File: src/rtl/move_entry_fsm_pkg.sv
// Shared types for the move-entry slice: square index, entry-state encoding
// and the {rank,file} square builder.
package chess_pkg;

  typedef logic [5:0] sq_t;

  typedef enum logic [1:0] {
    SEL_FROM = 2'b00,
    SEL_TO   = 2'b01,
    ISSUE    = 2'b10
  } entry_state_t;

  function automatic sq_t make_sq(input logic [2:0] rank, input logic [2:0] file);
    return {rank, file};
  endfunction

endpackage

File: src/rtl/move_entry_fsm_if.sv
// Move handshake toward the board/rules stage: the assembled squares
// plus the valid/ack pair.
interface move_entry_fsm_if;
  import chess_pkg::*;

  sq_t  from_sq;
  sq_t  to_sq;
  logic move_valid;
  logic move_ack;

  modport master (output from_sq, output to_sq, output move_valid, input move_ack);
  modport slave  (input from_sq, input to_sq, input move_valid, output move_ack);

endinterface

File: src/rtl/move_entry_fsm_button_conditioner.sv
// Raw button -> 2-flop sync -> stability debounce -> registered one-cycle
// press pulse on the debounced 0->1 transition.
module button_conditioner #(
  parameter int DB_CYCLES = 500000
) (
  input  logic clk,
  input  logic reset,
  input  logic raw,
  output logic press_pulse
);

  localparam int CW = $clog2(DB_CYCLES + 1);

  logic          sync1;
  logic          sync2;
  logic          level;
  logic          level_d;
  logic [CW-1:0] cnt;

  always_ff @(posedge clk) begin
    if (reset) begin
      sync1       <= 1'b0;
      sync2       <= 1'b0;
      level       <= 1'b0;
      level_d     <= 1'b0;
      cnt         <= '0;
      press_pulse <= 1'b0;
    end else begin
      sync1       <= raw;
      sync2       <= sync1;
      level_d     <= level;
      press_pulse <= level & ~level_d;
      // any sample agreeing with the accepted level restarts the stability window
      if (sync2 != level) begin
        if (cnt == CW'(DB_CYCLES - 1)) begin
          level <= sync2;
          cnt   <= '0;
        end else begin
          cnt <= cnt + CW'(1);
        end
      end else begin
        cnt <= '0;
      end
    end
  end

endmodule

File: src/rtl/move_entry_fsm.sv
// Builds a from/to square pair from cursor position and confirm/cancel presses,
// then presents it downstream until acknowledged or cancelled.
//   state    | meaning
//   SEL_FROM | waiting for confirm to latch the source square
//   SEL_TO   | waiting for confirm (destination) or cancel
//   ISSUE    | move_valid high, waiting for ack or cancel
module move_entry_fsm
  import chess_pkg::*;
#(
  parameter int DB_CYCLES = 500000
) (
  input  logic               clk,
  input  logic               reset,
  input  logic [2:0]         file_in,
  input  logic [2:0]         rank_in,
  input  logic               confirm_btn,
  input  logic               cancel_btn,
  move_entry_fsm_if.master   mv,
  output logic               reject,
  output logic [1:0]         sel_state
);

  logic         confirm_p;
  logic         cancel_p;
  entry_state_t state_q, state_nx;
  sq_t          from_q, from_nx;
  sq_t          to_q, to_nx;
  logic         valid_q, valid_nx;
  logic         reject_q, reject_nx;
  sq_t          cursor;

  button_conditioner #(.DB_CYCLES(DB_CYCLES)) u_confirm (
    .clk         (clk),
    .reset       (reset),
    .raw         (confirm_btn),
    .press_pulse (confirm_p)
  );

  button_conditioner #(.DB_CYCLES(DB_CYCLES)) u_cancel (
    .clk         (clk),
    .reset       (reset),
    .raw         (cancel_btn),
    .press_pulse (cancel_p)
  );

  assign cursor = make_sq(rank_in, file_in);

  always_ff @(posedge clk) begin
    if (reset) begin
      state_q  <= SEL_FROM;
      from_q   <= '0;
      to_q     <= '0;
      valid_q  <= 1'b0;
      reject_q <= 1'b0;
    end else begin
      state_q  <= state_nx;
      from_q   <= from_nx;
      to_q     <= to_nx;
      valid_q  <= valid_nx;
      reject_q <= reject_nx;
    end
  end

  always_comb begin
    state_nx  = state_q;
    from_nx   = from_q;
    to_nx     = to_q;
    valid_nx  = valid_q;
    reject_nx = 1'b0;
    unique case (state_q)
      SEL_FROM: begin
        if (confirm_p) begin
          from_nx  = cursor;
          state_nx = SEL_TO;
        end
      end
      SEL_TO: begin
        // cancel outranks a simultaneous confirm
        if (cancel_p) begin
          state_nx = SEL_FROM;
        end else if (confirm_p) begin
          if (cursor == from_q) begin
            reject_nx = 1'b1;
          end else begin
            to_nx    = cursor;
            valid_nx = 1'b1;
            state_nx = ISSUE;
          end
        end
      end
      ISSUE: begin
        if (mv.move_ack || cancel_p) begin
          valid_nx = 1'b0;
          state_nx = SEL_FROM;
        end
      end
      default: state_nx = SEL_FROM;
    endcase
  end

  assign mv.from_sq    = from_q;
  assign mv.to_sq      = to_q;
  assign mv.move_valid = valid_q;
  assign reject        = reject_q;
  assign sel_state     = state_q;

endmodule

File: src/flat_wrapper.sv
// flat-port wrapper written by rule: the top's interface ports become plain ports
module move_entry_fsm_flat import chess_pkg::*;
#(
  parameter int DB_CYCLES = 500000
)
  (clk, reset, file_in, rank_in, confirm_btn, cancel_btn, reject, sel_state, mv_from_sq, mv_to_sq, mv_move_valid, mv_move_ack);
  move_entry_fsm_if mv_i ();
  input  logic clk;
  input  logic reset;
  input  logic [2:0] file_in;
  input  logic [2:0] rank_in;
  input  logic confirm_btn;
  input  logic cancel_btn;
  output logic reject;
  output logic [1:0] sel_state;
  output wire logic [$bits(mv_i.from_sq)-1:0] mv_from_sq;
  output wire logic [$bits(mv_i.to_sq)-1:0] mv_to_sq;
  output wire logic [$bits(mv_i.move_valid)-1:0] mv_move_valid;
  input wire logic [$bits(mv_i.move_ack)-1:0] mv_move_ack;
  assign mv_from_sq = mv_i.from_sq;
  assign mv_to_sq = mv_i.to_sq;
  assign mv_move_valid = mv_i.move_valid;
  assign mv_i.move_ack = mv_move_ack;
  move_entry_fsm #(.DB_CYCLES(DB_CYCLES)) u_core (.clk(clk), .reset(reset), .file_in(file_in), .rank_in(rank_in), .confirm_btn(confirm_btn), .cancel_btn(cancel_btn), .mv(mv_i), .reject(reject), .sel_state(sel_state));
endmodule
File: config.mk
export PLATFORM = sky130hd
export DESIGN_NAME = move_entry_fsm_flat
export DESIGN_NICKNAME = d
export VERILOG_FILES = /design/src/rtl/move_entry_fsm_pkg.sv /design/src/rtl/move_entry_fsm_if.sv /design/src/rtl/move_entry_fsm_button_conditioner.sv /design/src/rtl/move_entry_fsm.sv /design/src/flat_wrapper.sv
export SDC_FILE = /design/constraint.sdc
export NUM_CORES = 1
export LEC_CHECK = 0
export BUFFER_PORTS_ARGS = -buffer_cell sky130_fd_sc_hd__buf_2
export CORE_ASPECT_RATIO = 1.25
export CORE_UTILIZATION = 55
export CTS_BUF_LIST = sky130_fd_sc_hd__clkbuf_8
export CTS_CLUSTER_SIZE = 25
export DETAILED_ROUTE_END_ITERATION = 8
export GPL_TIMING_DRIVEN = 0
export PLACE_DENSITY = 0.73
export SLEW_MARGIN = 0
export SYNTH_ARGS = -nofsm -noshare
export SYNTH_HDL_FRONTEND = slang
export SYNTH_SLANG_ARGS = --single-unit
File: constraint.sdc
create_clock -name clk -period 2.3 [get_ports clk]
set_input_delay 0.345 -clock clk [delete_from_list [all_inputs] [get_ports clk]]
set_output_delay 0.345 -clock clk [all_outputs]
set_load 0.03 [all_outputs]
==> run summary <==
Status = finished clean
Clk_skew = 0.01004 ns
Fin. max-slew vios = 0
Row count = 28
Synth Net Count = 326
P&R area growth vs syn = 13.14%
# clock sinks = 64
Seq/Total Area, Yosys = 0.4499
TritonRoute pass-1 iters = 5
Chip Height = 82.45 um
Yosys warnings = 0
Worst skew pair latency = 0.34 ns
Fmax achieved = 486.5 MHz
Ys flop type = dfxtp_1
Number of synthesized flops with an enable pin = 0
Syn avg cell area = 9.098 um2
Worst Tran Pin Value = 0.6549 ns
Residual DRC count = 0
WS Path Type = flop to flop
Synth area leaders = dfxtp_1 45%, nor2_1 5.8%, xnor2_1 5.5%, xor2_1 5.2%, nand3_1 3.5%
Largest net degree at the start of global routing = 12
RSZ-0062 raised after global routing = false
GPL Wtd Cong = 0.8118
FF+latch count, synth = 64
Number of global-route vias before repair = 1995
H-tree depth = 3
Slew HR = 0.5615
Sw frac = 0.2323
Non-filler cells, final = 414
Worst hold path class = primary input to flop
Post-synth cell types = 42
Post-CTS sizing = 0
Synth top area share = 0.4499
Most frequent cells in the layout = 64 x dfxtp_1, 44 x nor2_1, 27 x buf_2, 20 x nand3_1, 18 x xnor2_1
Reg clk slew, reported paths = 0.07 ns
NumNets Final = 362
Sequential power share = 0.555
Placed Instances = 398
Crit path cell chain = ha_1 -> and3_1 -> nand4_1 -> o211ai_2 -> buf_2 -> nor2_1
CTS tree = done
CP Capture Type = flop
Fillers = 402
Setup bufs post-CTS = 0
Setup tns final = 0 ns
Crit path buffers/inverters = 1
Pwr Total = 0.002008 W
Final wirelength = 5690 um
Post-DP HPWL = 3939 um
Syn Inst Count = 313
ANT nets after route = 0
Crit path required time = 2.52 ns
Total CTS buffers = 9
CP Launch Type = flop
Die area = 5471 um2
Setup violations, final = 0
Worst Path Arrival = 2.28 ns
Overflow after GRT = 0
First-pass GRT wire length = 8990 um
Final Cycle Share = 0.8937
Core Box Area = 4870 um2
Clock Power Share = 0.420
Switching pwr = 0.0004664 W
Initial antenna violation count = 0
Critical Path Fanout Max = 10
Max clock buf depth = 2
Buffers on Ports = 25
CTS Hold Bufs = 0
DR vias/cell = 5.679
Lkg Pwr = 1.110 nW
Max cap viols = 0
Async S/R FF share, synth = 0
Power Density = 623.2 nW/um2
Slowest cell on the critical path = o211ai_2
Top delay family on crit path = simple AND/OR/NAND/NOR gates
Die width = 66.36 um
Int Pwr = 0.001542 W
Minimum clock period = 2.055 ns
Initial detailed-routing violation count = 122
Via count = 2351
N_diodes = 0
DR WL/cell = 13.74 um
Maximum VDD drop = 0.0003957 V
Initial Util = 0.5848
Final count of hold timing violations = 0
# IOs = 27
Global Route Usage Sum = 0.2206
R2R setup slack = 0.24 ns
Commonest non-fill, non-tap cell in the layout = dfxtp_1
Root Driver = clkbuf_8
Logic pwr share = 0.025
Share of cells above drive strength 1 = 0.1497
Mapped Area = 2848 um2
Max incr delay on CP = 0.47 ns
Post-synth top area cell = dfxtp_1
[layer usage]
metal | vias to the layer above | wire (um) | GRT usage
met2 | 67 | 2669 | 0.3704
li1 | 1193 | - | -
met4 | 0 | 76 | 0.09787
met5 | - | 0 | 0
met3 | 7 | 242 | 0.05495
met1 | 1084 | 2702 | 0.2656
[metrics by stage]
step	cell area (um2)	hold slack [ns]	setup slack (ns)	utilization
2_1_floorplan	2848	0.3674	0.6263	-
3_3_place_gp	3048	0.3700	0.2838	0.6259
3_5_place_dp	3048	0.3792	0.2386	0.6259
4_1_cts	3222	0.2162	0.2352	0.6616
5_1_grt	3222	0.2399	0.07526	0.6616
6_report	3222	0.2219	0.2446	0.6616
[worst register-to-register path: cells and delay by family, from the launching register on]
kind / cells / cell delay, ns
and+or+nand+nor: 3 / 0.55
AOI/OAI and AO/OA: 1 / 0.47
adders and majority gates: 1 / 0.21
buffers and inverters: 1 / 0.33
DFF: 1 / 0.38
[layout make-up]
type                    count  area, um2  share of cell area
multi-input cells         234       1508              0.4680
flip-flops and latches     64       1281              0.3977
clock buffers              10      137.6             0.04272
repair buffers             25      125.1             0.03883
well taps                  60      75.07             0.02330
clock inverters             6      36.28             0.01126
plain buffers               9      36.28             0.01126
inverters                   6      22.52            0.006990
[power by group through the flow]
stage | clock (W) | combinational, W | sequential (W)
after CTS | 0.000855 | 0.0000506 | 0.00111
after global routing | 0.000903 | 0.0000556 | 0.00111
after detailed placement | 0 | 0.0000502 | 0.00114
after floorplan | 0 | 0.0000303 | 0.00114
final | 0.000843 | 0.0000508 | 0.00111
after global placement | 0 | 0.0000497 | 0.00114
[cells in the mapped netlist, types with 2 or more instances]
library cell and count:
nor3_1 7, xnor2_1 18, nor2_1 44, or3_1 5, inv_1 6, a32oi_1 6, and3_1 2, and4_1 5
nor3b_1 6, o21ai_0 7, nand2_1 16, or4_1 2, dfxtp_1 64, nand4bb_1 2, nor2b_1 9, ha_1 2
xor2_1 17, nand3_1 20, o31ai_1 3, buf_2 2, a21oi_1 7, or4b_2 3, nand4_1 16, clkbuf_1 7
nor4b_1 2, o21bai_1 2, nor4_1 7, mux2i_1 6, nand2b_1 7
[logic make-up (layout without fill, tap and decap cells)]
| kind of cell | after synthesis | count (layout) | share of synthesized area |
|---|---|---|---|
| AOI/OAI and AO/OA | 30 | 30 | 0.07293 |
| xor gates and xnor gates | 35 | 35 | 0.1076 |
| muxes | 6 | 6 | 0.02109 |
| adders and majority gates | 2 | 2 | 0.008786 |
| and+or+nand+nor | 161 | 161 | 0.3190 |
| DFF | 64 | 64 | 0.4499 |
| buffers and inverters | 15 | 56 | 0.02065 |
[registers in the layout (all words and copies together), names as in the netlist]
signal and cells:
u_core.mv.from_sq 6, u_core.mv.move_valid 1, u_core.mv.to_sq 6, u_core.reject 1, u_core.sel_state 2, u_core.u_cancel.cnt 19, u_core.u_cancel.level 1, u_core.u_cancel.level_d 1
u_core.u_cancel.press_pulse 1, u_core.u_cancel.sync1 1, u_core.u_cancel.sync2 1, u_core.u_confirm.cnt 19, u_core.u_confirm.level 1, u_core.u_confirm.level_d 1, u_core.u_confirm.press_pulse 1, u_core.u_confirm.sync1 1
u_core.u_confirm.sync2 1
[final timing paths]
| path | startpoint | end | cells after the start |
|---|---|---|---|
| hold reg to reg | u_core.u_cancel.level_d | u_core.u_cancel.press_pulse | 1 |
| setup / recovery | u_core.u_confirm.cnt[0] | u_core.u_confirm.cnt[8] | 6 |
| setup reg to reg | u_core.u_confirm.cnt[0] | u_core.u_confirm.cnt[8] | 6 |
| hold / removal | cancel_btn | u_core.u_cancel.sync1 | 2 |
Power figures use the tool's default switching activity.
